### config.mk
export PLATFORM = sky130hd
export DESIGN_NAME = pipeline_stage_regs_flat
export DESIGN_NICKNAME = d
export VERILOG_FILES = /design/src/rtl/pipeline_stage_regs_pkg.sv /design/src/rtl/pipeline_stage_regs_if.sv /design/src/rtl/pipeline_stage_regs_pipe_reg.sv /design/src/rtl/pipeline_stage_regs.sv /design/src/flat_wrapper.sv
export SDC_FILE = /design/constraint.sdc
export NUM_CORES = 1
export LEC_CHECK = 0
export CORE_AREA = 2 2 260 262
export CTS_CLUSTER_DIAMETER = 120
export DETAILED_ROUTE_END_ITERATION = 8
export DIE_AREA = 0 0 262 264
export GPL_ROUTABILITY_DRIVEN = 0
export PLACE_DENSITY_LB_ADDON = 0.1
export SLEW_MARGIN = 15
export SYNTH_ARGS = -nofsm -noshare
export SYNTH_HDL_FRONTEND = slang
export SYNTH_HIERARCHICAL = 1
export SYNTH_SLANG_ARGS = --single-unit
### constraint.sdc
create_clock -name clk -period 4.5 [get_ports clk]
set_input_delay 1.125 -clock clk [delete_from_list [all_inputs] [get_ports clk]]
set_output_delay 1.125 -clock clk [all_outputs]
set_load 0.02 [all_outputs]
### src/rtl/pipeline_stage_regs_pkg.sv
// rtl/pipeline_stage_regs_pkg.sv - shared constants for the pipeline stage registers
package pipeline_pkg;

  localparam logic [31:0] NOP_INSTR = 32'h0000_0013;

  localparam logic [1:0] FWD_RF = 2'b00;
  localparam logic [1:0] FWD_W  = 2'b01;
  localparam logic [1:0] FWD_M  = 2'b10;

  // Control bundle layout, MSB first: RegWrite, ResultSrc[1:0], MemWrite, Jump, Branch, ALUControl[2:0], ALUSrc
  localparam int CTRL_REGWRITE_BIT  = 9;
  localparam int CTRL_RESULTSRC_LSB = 7;
  localparam int CTRL_MEMWRITE_BIT  = 6;
  localparam int CTRL_JUMP_BIT      = 5;
  localparam int CTRL_BRANCH_BIT    = 4;
  localparam int CTRL_ALUCTRL_LSB   = 1;
  localparam int CTRL_ALUSRC_BIT    = 0;

endpackage

### src/rtl/pipeline_stage_regs_if.sv
// rtl/pipeline_stage_regs_if.sv - hazard/datapath bundle between the core and its stage registers
interface pipeline_stage_regs_if #(
  parameter int DATA_WIDTH    = 32,
  parameter int ADDRESS_WIDTH = 5,
  parameter int FORWARD_WIDTH = 2,
  parameter int CTRL_WIDTH    = 10,
  parameter int COUNT_WIDTH   = 32
);
  logic                     StallF, StallD, FlushD, FlushE;
  logic [FORWARD_WIDTH-1:0] ForwardAE, ForwardBE;
  logic [DATA_WIDTH-1:0]    PCNextF, PCF;
  logic [DATA_WIDTH-1:0]    InstrF, PCPlus4F;
  logic [DATA_WIDTH-1:0]    InstrD, PCD, PCPlus4D;
  logic [ADDRESS_WIDTH-1:0] Rs1D, Rs2D;
  logic [CTRL_WIDTH-1:0]    CtrlD, CtrlE;
  logic [DATA_WIDTH-1:0]    RD1D, RD2D, ImmExtD;
  logic [ADDRESS_WIDTH-1:0] RdD;
  logic [DATA_WIDTH-1:0]    PCE, PCPlus4E, ImmExtE;
  logic [ADDRESS_WIDTH-1:0] Rs1E, Rs2E, RdE;
  logic [DATA_WIDTH-1:0]    ALUResultM, ResultW;
  logic [DATA_WIDTH-1:0]    SrcAE, WriteDataE;
  logic [COUNT_WIDTH-1:0]   StallCount, FlushCount;

  modport master (
    output StallF, StallD, FlushD, FlushE, ForwardAE, ForwardBE, PCNextF,
           InstrF, PCPlus4F, CtrlD, RD1D, RD2D, ImmExtD, RdD, ALUResultM, ResultW,
    input  PCF, InstrD, PCD, PCPlus4D, Rs1D, Rs2D, CtrlE, PCE, PCPlus4E, ImmExtE,
           Rs1E, Rs2E, RdE, SrcAE, WriteDataE, StallCount, FlushCount
  );

  modport slave (
    input  StallF, StallD, FlushD, FlushE, ForwardAE, ForwardBE, PCNextF,
           InstrF, PCPlus4F, CtrlD, RD1D, RD2D, ImmExtD, RdD, ALUResultM, ResultW,
    output PCF, InstrD, PCD, PCPlus4D, Rs1D, Rs2D, CtrlE, PCE, PCPlus4E, ImmExtE,
           Rs1E, Rs2E, RdE, SrcAE, WriteDataE, StallCount, FlushCount
  );
endinterface

### src/rtl/pipeline_stage_regs_pipe_reg.sv
// rtl/pipeline_stage_regs_pipe_reg.sv - enable/clear register; reset and clear both load CLEAR_VALUE
module pipe_reg #(
  parameter int               WIDTH       = 32,
  parameter logic [WIDTH-1:0] CLEAR_VALUE = '0
) (
  input  logic             clk,
  input  logic             rst_n,
  input  logic             en,
  input  logic             clr,
  input  logic [WIDTH-1:0] d,
  output logic [WIDTH-1:0] q
);
  // clr outranks en so a flush always beats a stall
  always_ff @(posedge clk) begin
    if (!rst_n)
      q <= CLEAR_VALUE;
    else if (clr)
      q <= CLEAR_VALUE;
    else if (en)
      q <= d;
  end
endmodule

### src/rtl/pipeline_stage_regs.sv
// rtl/pipeline_stage_regs.sv - PC, IF/ID and ID/EX registers with stall/flush, forwarding and event counters
module pipeline_stage_regs
  import pipeline_pkg::*;
#(
  parameter int              DATA_WIDTH    = 32,
  parameter int              ADDRESS_WIDTH = 5,
  parameter int              FORWARD_WIDTH = 2,
  parameter int              CTRL_WIDTH    = 10,
  parameter logic [31:0]     RESET_PC      = 32'h0000_0000,
  parameter int              COUNT_WIDTH   = 32
) (
  input logic                 clk,
  input logic                 rst_n,
  pipeline_stage_regs_if.slave bus
);
  localparam int IFID_W = 3 * DATA_WIDTH;
  localparam int IDEX_W = CTRL_WIDTH + 5 * DATA_WIDTH + 3 * ADDRESS_WIDTH;
  localparam logic [IFID_W-1:0] IFID_CLEAR = {NOP_INSTR, {(2 * DATA_WIDTH){1'b0}}};

  logic [DATA_WIDTH-1:0]    pcf;
  logic [DATA_WIDTH-1:0]    instr_d, pc_d, pc4_d;
  logic [ADDRESS_WIDTH-1:0] rs1_d, rs2_d;
  logic [CTRL_WIDTH-1:0]    ctrl_e;
  logic [DATA_WIDTH-1:0]    rd1_e, rd2_e, pc_e, pc4_e, imm_e;
  logic [ADDRESS_WIDTH-1:0] rs1_e, rs2_e, rd_e;
  logic [COUNT_WIDTH-1:0]   stall_count, flush_count;

  pipe_reg #(.WIDTH(DATA_WIDTH), .CLEAR_VALUE(RESET_PC[DATA_WIDTH-1:0])) u_pc_reg (
    .clk  (clk),
    .rst_n(rst_n),
    .en   (!bus.StallF),
    .clr  (1'b0),
    .d    (bus.PCNextF),
    .q    (pcf)
  );

  pipe_reg #(.WIDTH(IFID_W), .CLEAR_VALUE(IFID_CLEAR)) u_ifid_reg (
    .clk  (clk),
    .rst_n(rst_n),
    .en   (!bus.StallD),
    .clr  (bus.FlushD),
    .d    ({bus.InstrF, pcf, bus.PCPlus4F}),
    .q    ({instr_d, pc_d, pc4_d})
  );

  assign rs1_d = instr_d[19:15];
  assign rs2_d = instr_d[24:20];

  // ID/EX never stalls: a load-use hazard arrives here as FlushE
  pipe_reg #(.WIDTH(IDEX_W), .CLEAR_VALUE({IDEX_W{1'b0}})) u_idex_reg (
    .clk  (clk),
    .rst_n(rst_n),
    .en   (1'b1),
    .clr  (bus.FlushE),
    .d    ({bus.CtrlD, bus.RD1D, bus.RD2D, pc_d, pc4_d, bus.ImmExtD, rs1_d, rs2_d, bus.RdD}),
    .q    ({ctrl_e, rd1_e, rd2_e, pc_e, pc4_e, imm_e, rs1_e, rs2_e, rd_e})
  );

  // Reserved select 2'b11 falls through to the register-file operand
  always_comb begin
    bus.SrcAE = rd1_e;
    case (bus.ForwardAE)
      FWD_W:   bus.SrcAE = bus.ResultW;
      FWD_M:   bus.SrcAE = bus.ALUResultM;
      default: bus.SrcAE = rd1_e;
    endcase
  end

  always_comb begin
    bus.WriteDataE = rd2_e;
    case (bus.ForwardBE)
      FWD_W:   bus.WriteDataE = bus.ResultW;
      FWD_M:   bus.WriteDataE = bus.ALUResultM;
      default: bus.WriteDataE = rd2_e;
    endcase
  end

  always_ff @(posedge clk) begin
    if (!rst_n) begin
      stall_count <= '0;
      flush_count <= '0;
    end else begin
      if (bus.StallF && (stall_count != {COUNT_WIDTH{1'b1}}))
        stall_count <= stall_count + 1'b1;
      if (bus.FlushE && (flush_count != {COUNT_WIDTH{1'b1}}))
        flush_count <= flush_count + 1'b1;
    end
  end

  assign bus.PCF        = pcf;
  assign bus.InstrD     = instr_d;
  assign bus.PCD        = pc_d;
  assign bus.PCPlus4D   = pc4_d;
  assign bus.Rs1D       = rs1_d;
  assign bus.Rs2D       = rs2_d;
  assign bus.CtrlE      = ctrl_e;
  assign bus.PCE        = pc_e;
  assign bus.PCPlus4E   = pc4_e;
  assign bus.ImmExtE    = imm_e;
  assign bus.Rs1E       = rs1_e;
  assign bus.Rs2E       = rs2_e;
  assign bus.RdE        = rd_e;
  assign bus.StallCount = stall_count;
  assign bus.FlushCount = flush_count;
endmodule

### src/flat_wrapper.sv
// flat-port wrapper written by rule: the top's interface ports become plain ports
module pipeline_stage_regs_flat import pipeline_pkg::*;
#(
  parameter int              DATA_WIDTH    = 32,
  parameter int              ADDRESS_WIDTH = 5,
  parameter int              FORWARD_WIDTH = 2,
  parameter int              CTRL_WIDTH    = 10,
  parameter logic [31:0]     RESET_PC      = 32'h0000_0000,
  parameter int              COUNT_WIDTH   = 32
)
  (clk, rst_n, bus_StallF, bus_StallD, bus_FlushD, bus_FlushE, bus_ForwardAE, bus_ForwardBE, bus_PCNextF, bus_InstrF, bus_PCPlus4F, bus_CtrlD, bus_RD1D, bus_RD2D, bus_ImmExtD, bus_RdD, bus_ALUResultM, bus_ResultW, bus_PCF, bus_InstrD, bus_PCD, bus_PCPlus4D, bus_Rs1D, bus_Rs2D, bus_CtrlE, bus_PCE, bus_PCPlus4E, bus_ImmExtE, bus_Rs1E, bus_Rs2E, bus_RdE, bus_SrcAE, bus_WriteDataE, bus_StallCount, bus_FlushCount);
  pipeline_stage_regs_if #(.DATA_WIDTH(DATA_WIDTH), .ADDRESS_WIDTH(ADDRESS_WIDTH), .FORWARD_WIDTH(FORWARD_WIDTH), .CTRL_WIDTH(CTRL_WIDTH), .COUNT_WIDTH(COUNT_WIDTH)) bus_i ();
  input logic clk;
  input logic rst_n;
  input wire logic [$bits(bus_i.StallF)-1:0] bus_StallF;
  input wire logic [$bits(bus_i.StallD)-1:0] bus_StallD;
  input wire logic [$bits(bus_i.FlushD)-1:0] bus_FlushD;
  input wire logic [$bits(bus_i.FlushE)-1:0] bus_FlushE;
  input wire logic [$bits(bus_i.ForwardAE)-1:0] bus_ForwardAE;
  input wire logic [$bits(bus_i.ForwardBE)-1:0] bus_ForwardBE;
  input wire logic [$bits(bus_i.PCNextF)-1:0] bus_PCNextF;
  input wire logic [$bits(bus_i.InstrF)-1:0] bus_InstrF;
  input wire logic [$bits(bus_i.PCPlus4F)-1:0] bus_PCPlus4F;
  input wire logic [$bits(bus_i.CtrlD)-1:0] bus_CtrlD;
  input wire logic [$bits(bus_i.RD1D)-1:0] bus_RD1D;
  input wire logic [$bits(bus_i.RD2D)-1:0] bus_RD2D;
  input wire logic [$bits(bus_i.ImmExtD)-1:0] bus_ImmExtD;
  input wire logic [$bits(bus_i.RdD)-1:0] bus_RdD;
  input wire logic [$bits(bus_i.ALUResultM)-1:0] bus_ALUResultM;
  input wire logic [$bits(bus_i.ResultW)-1:0] bus_ResultW;
  output wire logic [$bits(bus_i.PCF)-1:0] bus_PCF;
  output wire logic [$bits(bus_i.InstrD)-1:0] bus_InstrD;
  output wire logic [$bits(bus_i.PCD)-1:0] bus_PCD;
  output wire logic [$bits(bus_i.PCPlus4D)-1:0] bus_PCPlus4D;
  output wire logic [$bits(bus_i.Rs1D)-1:0] bus_Rs1D;
  output wire logic [$bits(bus_i.Rs2D)-1:0] bus_Rs2D;
  output wire logic [$bits(bus_i.CtrlE)-1:0] bus_CtrlE;
  output wire logic [$bits(bus_i.PCE)-1:0] bus_PCE;
  output wire logic [$bits(bus_i.PCPlus4E)-1:0] bus_PCPlus4E;
  output wire logic [$bits(bus_i.ImmExtE)-1:0] bus_ImmExtE;
  output wire logic [$bits(bus_i.Rs1E)-1:0] bus_Rs1E;
  output wire logic [$bits(bus_i.Rs2E)-1:0] bus_Rs2E;
  output wire logic [$bits(bus_i.RdE)-1:0] bus_RdE;
  output wire logic [$bits(bus_i.SrcAE)-1:0] bus_SrcAE;
  output wire logic [$bits(bus_i.WriteDataE)-1:0] bus_WriteDataE;
  output wire logic [$bits(bus_i.StallCount)-1:0] bus_StallCount;
  output wire logic [$bits(bus_i.FlushCount)-1:0] bus_FlushCount;
  assign bus_i.StallF = bus_StallF;
  assign bus_i.StallD = bus_StallD;
  assign bus_i.FlushD = bus_FlushD;
  assign bus_i.FlushE = bus_FlushE;
  assign bus_i.ForwardAE = bus_ForwardAE;
  assign bus_i.ForwardBE = bus_ForwardBE;
  assign bus_i.PCNextF = bus_PCNextF;
  assign bus_i.InstrF = bus_InstrF;
  assign bus_i.PCPlus4F = bus_PCPlus4F;
  assign bus_i.CtrlD = bus_CtrlD;
  assign bus_i.RD1D = bus_RD1D;
  assign bus_i.RD2D = bus_RD2D;
  assign bus_i.ImmExtD = bus_ImmExtD;
  assign bus_i.RdD = bus_RdD;
  assign bus_i.ALUResultM = bus_ALUResultM;
  assign bus_i.ResultW = bus_ResultW;
  assign bus_PCF = bus_i.PCF;
  assign bus_InstrD = bus_i.InstrD;
  assign bus_PCD = bus_i.PCD;
  assign bus_PCPlus4D = bus_i.PCPlus4D;
  assign bus_Rs1D = bus_i.Rs1D;
  assign bus_Rs2D = bus_i.Rs2D;
  assign bus_CtrlE = bus_i.CtrlE;
  assign bus_PCE = bus_i.PCE;
  assign bus_PCPlus4E = bus_i.PCPlus4E;
  assign bus_ImmExtE = bus_i.ImmExtE;
  assign bus_Rs1E = bus_i.Rs1E;
  assign bus_Rs2E = bus_i.Rs2E;
  assign bus_RdE = bus_i.RdE;
  assign bus_SrcAE = bus_i.SrcAE;
  assign bus_WriteDataE = bus_i.WriteDataE;
  assign bus_StallCount = bus_i.StallCount;
  assign bus_FlushCount = bus_i.FlushCount;
  pipeline_stage_regs #(.DATA_WIDTH(DATA_WIDTH), .ADDRESS_WIDTH(ADDRESS_WIDTH), .FORWARD_WIDTH(FORWARD_WIDTH), .CTRL_WIDTH(CTRL_WIDTH), .RESET_PC(RESET_PC), .COUNT_WIDTH(COUNT_WIDTH)) u_core (.clk(clk), .rst_n(rst_n), .bus(bus_i));
endmodule
==> out/metrics.cfg <==
[timing]
min_period_over_period = 0.9954
rsz0062_at_grt = no
slew_violations = 0
relSlewSlack = 0.3210
setup_violations = 0
max_freq_mhz = 223.3
hold_viol = 0
finalSetupTns_ns = 0
tightest_slew_ns = 1.018
whs_ns = 0.4864
finalCriticalPeriod_ns = 4.479
skew_ns = 0.02651

[synthesis]
yosys.area.top_type = dfxtp_1
yosysUniqueCellTypes = 48
synth_top_area_share = 0.4795
synthesis.nets = 1900
avgSynthCellArea_um2 = 9.759
synth_flop_cell = dfxtp_1
synth-seq-cells = 377
ys_async_sr_fraction = 0
synth-edff-count = 0
ys_warn_count = 6
syn-instance-count = 1613
synth_area_leaders = dfxtp_1 (48%), mux2i_1 (20%), nor2_1 (7.7%)
yosys.cell_count.top_type = dfxtp_1
seq_area_frac_synth = 0.4795
netlist_area_mm2 = 0.01574
synth_common_cells = dfxtp_1 (377), nor2_1 (323), mux2i_1 (311)

[clock_tree]
clockBufferDepth = 3
numCtsBuffers = 48
cts_tree = done
clock-root-buffer = clkbuf_16
hold_buffers = 0
clk_pin_slew_ns = 0.06
cts_resized = 0
insertion_delay_ns = 0.59
clkSinkCount = 377
cts_max_level = 2
postCtsSetupRepairBufs = 0

[status]
status = finished clean

[cells_and_area]
layout.nets = 2529
fin_cells = 3164
syn2layout_area_growth_pct = 56.22
utilization = 0.3694
final_area_mm2 = 0.02459
layout-drive-gt1-share = 0.05439

[grt]
grt_max_degree = 186
grt_first_pass_wirelength_mm = 95.61
antenna_found_initial = 12
grt-ovfl-total = 0
grtUsageTotal = 0.1833
grt_pass1_vias = 13830

[setup_path]
ff2ff_setup_slack_ns = 2.09
r2r_cells = 6
cp-start-kind = primary input
r2r_start = u_core/bus.StallCount[17]
endpoint = bus_SrcAE[9]
setup.worst_path.start = bus_ForwardAE[1]
end_kind = output pin
cp.arrival_ns = 3.35
worstPathRequired_ns = 3.38
criticalPathCategory = primary input to output pin
r2r-end = u_core/bus.StallCount[17]
worstPathMaxFanout = 10

[routing]
drt_wl_total_mm = 66.23
via_count = 13970
ant_nets = 0
dr.first_iter.drc_count = 778
wire_per_inst_um = 20.93
drc = 0
dr.pass1.iters = 5
vias_per_cell = 4.417

[min_path]
hp-class = register to register

[floorplan]
design.die.area_mm2 = 0.06917
ios = 668
die_w_um = 262
die_h_um = 264
initial_utilization = 0.2365
row_count = 95
fp.coreArea_mm2 = 0.06656

[power_and_ir_drop]
vdd_ir_drop_max_mv = 0.2510
cellPowerDensity_mw_per_mm2 = 343.3
p_leak_nw = 9.584

[placement]
hpwl_mm = 49.68
portBuffers = 667
dpl.cell_count = 3065
placed_area_mm2 = 0.02296

[flow_run]
cap_violations = 0

[worst max-delay path, stage by stage]
cell and delay (ns):
clkdlybuf4s50_1 0.51, ha_2 0.27, buf_4 0.21, a22oi_1 0.07, o21ai_0 0.43, clkdlybuf4s50_1 0.72
[power breakdown]
group | internal, W | total, W | switching (W)
clock | 0.00231 | 0.00388 | 0.00157
sequential | 0.00341 | 0.00346 | 0.0000529
combinational | 0.000564 | 0.00109 | 0.000530
[cell families (layout without fill, tap and decap cells)]
logic type | after synthesis | after routing | share of synthesized area
multiplexers | 311 | 311 | 0.1978
AO/OA/AOI/OAI | 186 | 186 | 0.07702
buffers and inverters | 126 | 793 | 0.05771
other | 2 | 13 | 0.0004771
flip-flops | 377 | 377 | 0.4795
adder cells (fa/ha/maj) | 6 | 6 | 0.004769
XOR/XNOR | 38 | 38 | 0.02114
AND/OR/NAND/NOR | 567 | 567 | 0.1617
[stage by stage]
step | setup WS (ns) | power, W
6_report | 0.02078 | 0.008441
5_1_grt | 0.03008 | 0.008822
4_1_cts | 0.06810 | 0.008591
3_5_place_dp | 0.07058 | 0.004620
3_3_place_gp | 0.06930 | 0.004614
2_1_floorplan | 1.093 | 0.004060
[per-layer routing]
| metal | vias up | part of all wire | GRT usage |
|---|---|---|---|
| met5 | - | 0.00024 | 0 |
| met4 | 2 | 0.017 | 0.05192 |
| met3 | 62 | 0.078 | 0.05661 |
| met2 | 450 | 0.51 | 0.3244 |
| met1 | 6648 | 0.40 | 0.2107 |
| li1 | 6812 | - | - |
[how the worst min path moves through the flow]
| stage | start | endpoint | slack, ns | depth (start not counted) |
|---|---|---|---|---|
| finish | u_core/bus.StallCount[31] | u_core/bus.StallCount[31] | 0.49 | 2 |
| global route | u_core/bus.StallCount[23] | u_core/bus.StallCount[23] | 0.53 | 2 |
| CTS | u_core/bus.StallCount[31] | u_core/bus.StallCount[31] | 0.50 | 2 |
| detailed placement | u_core/bus.StallCount[31] | u_core/bus.StallCount[31] | 0.48 | 2 |
| global placement | u_core/u_ifid_reg/q[75] | u_core/u_ifid_reg/q[75] | 0.48 | 2 |
| floorplan | u_core/bus.StallCount[31] | u_core/bus.StallCount[31] | 0.55 | 2 |
[layout by cell type, fill, tap and decap left out, drive strengths merged, types with 2 or more instances in the layout]
cell	n
o211ai	6
buf	29
a21boi	17
inv	11
ha	6
o31ai	5
clkinv	16
nand2b	8
nand3	30
clkbuf	67
and2	39
nor2	323
dfxtp	377
nor2b	5
a211o	4
conb	2
and3	11
clkdlybuf4s50	666
diode	11
and4	8
or3	17
nor4	2
xnor2	25
bufinv	3
o21ai	83
or4	3
mux2i	311
nand2	89
nand4	20
xor2	13
a22oi	64
nor3	9
[flip-flops by register name, summed over array words and instances (netlist names)]
signal,cells
u_core/bus.StallCount,32
u_core/u_pc_reg/q,32
u_core/bus.FlushCount,32
u_core/u_idex_reg/q,185
u_core/u_ifid_reg/q,96
[cell type report]
cell class,count,area (µm²)
flip-flops and latches,377,7547
fillers,6758,41970
clock buffers,67,1373
repair buffers,695,6969
clock inverters,21,234.0
diodes,11,27.53
inverters,10,40.04
well taps,873,1092
multi-input cells,1110,7308
Note: power is estimated with default switching activity, not from simulation.
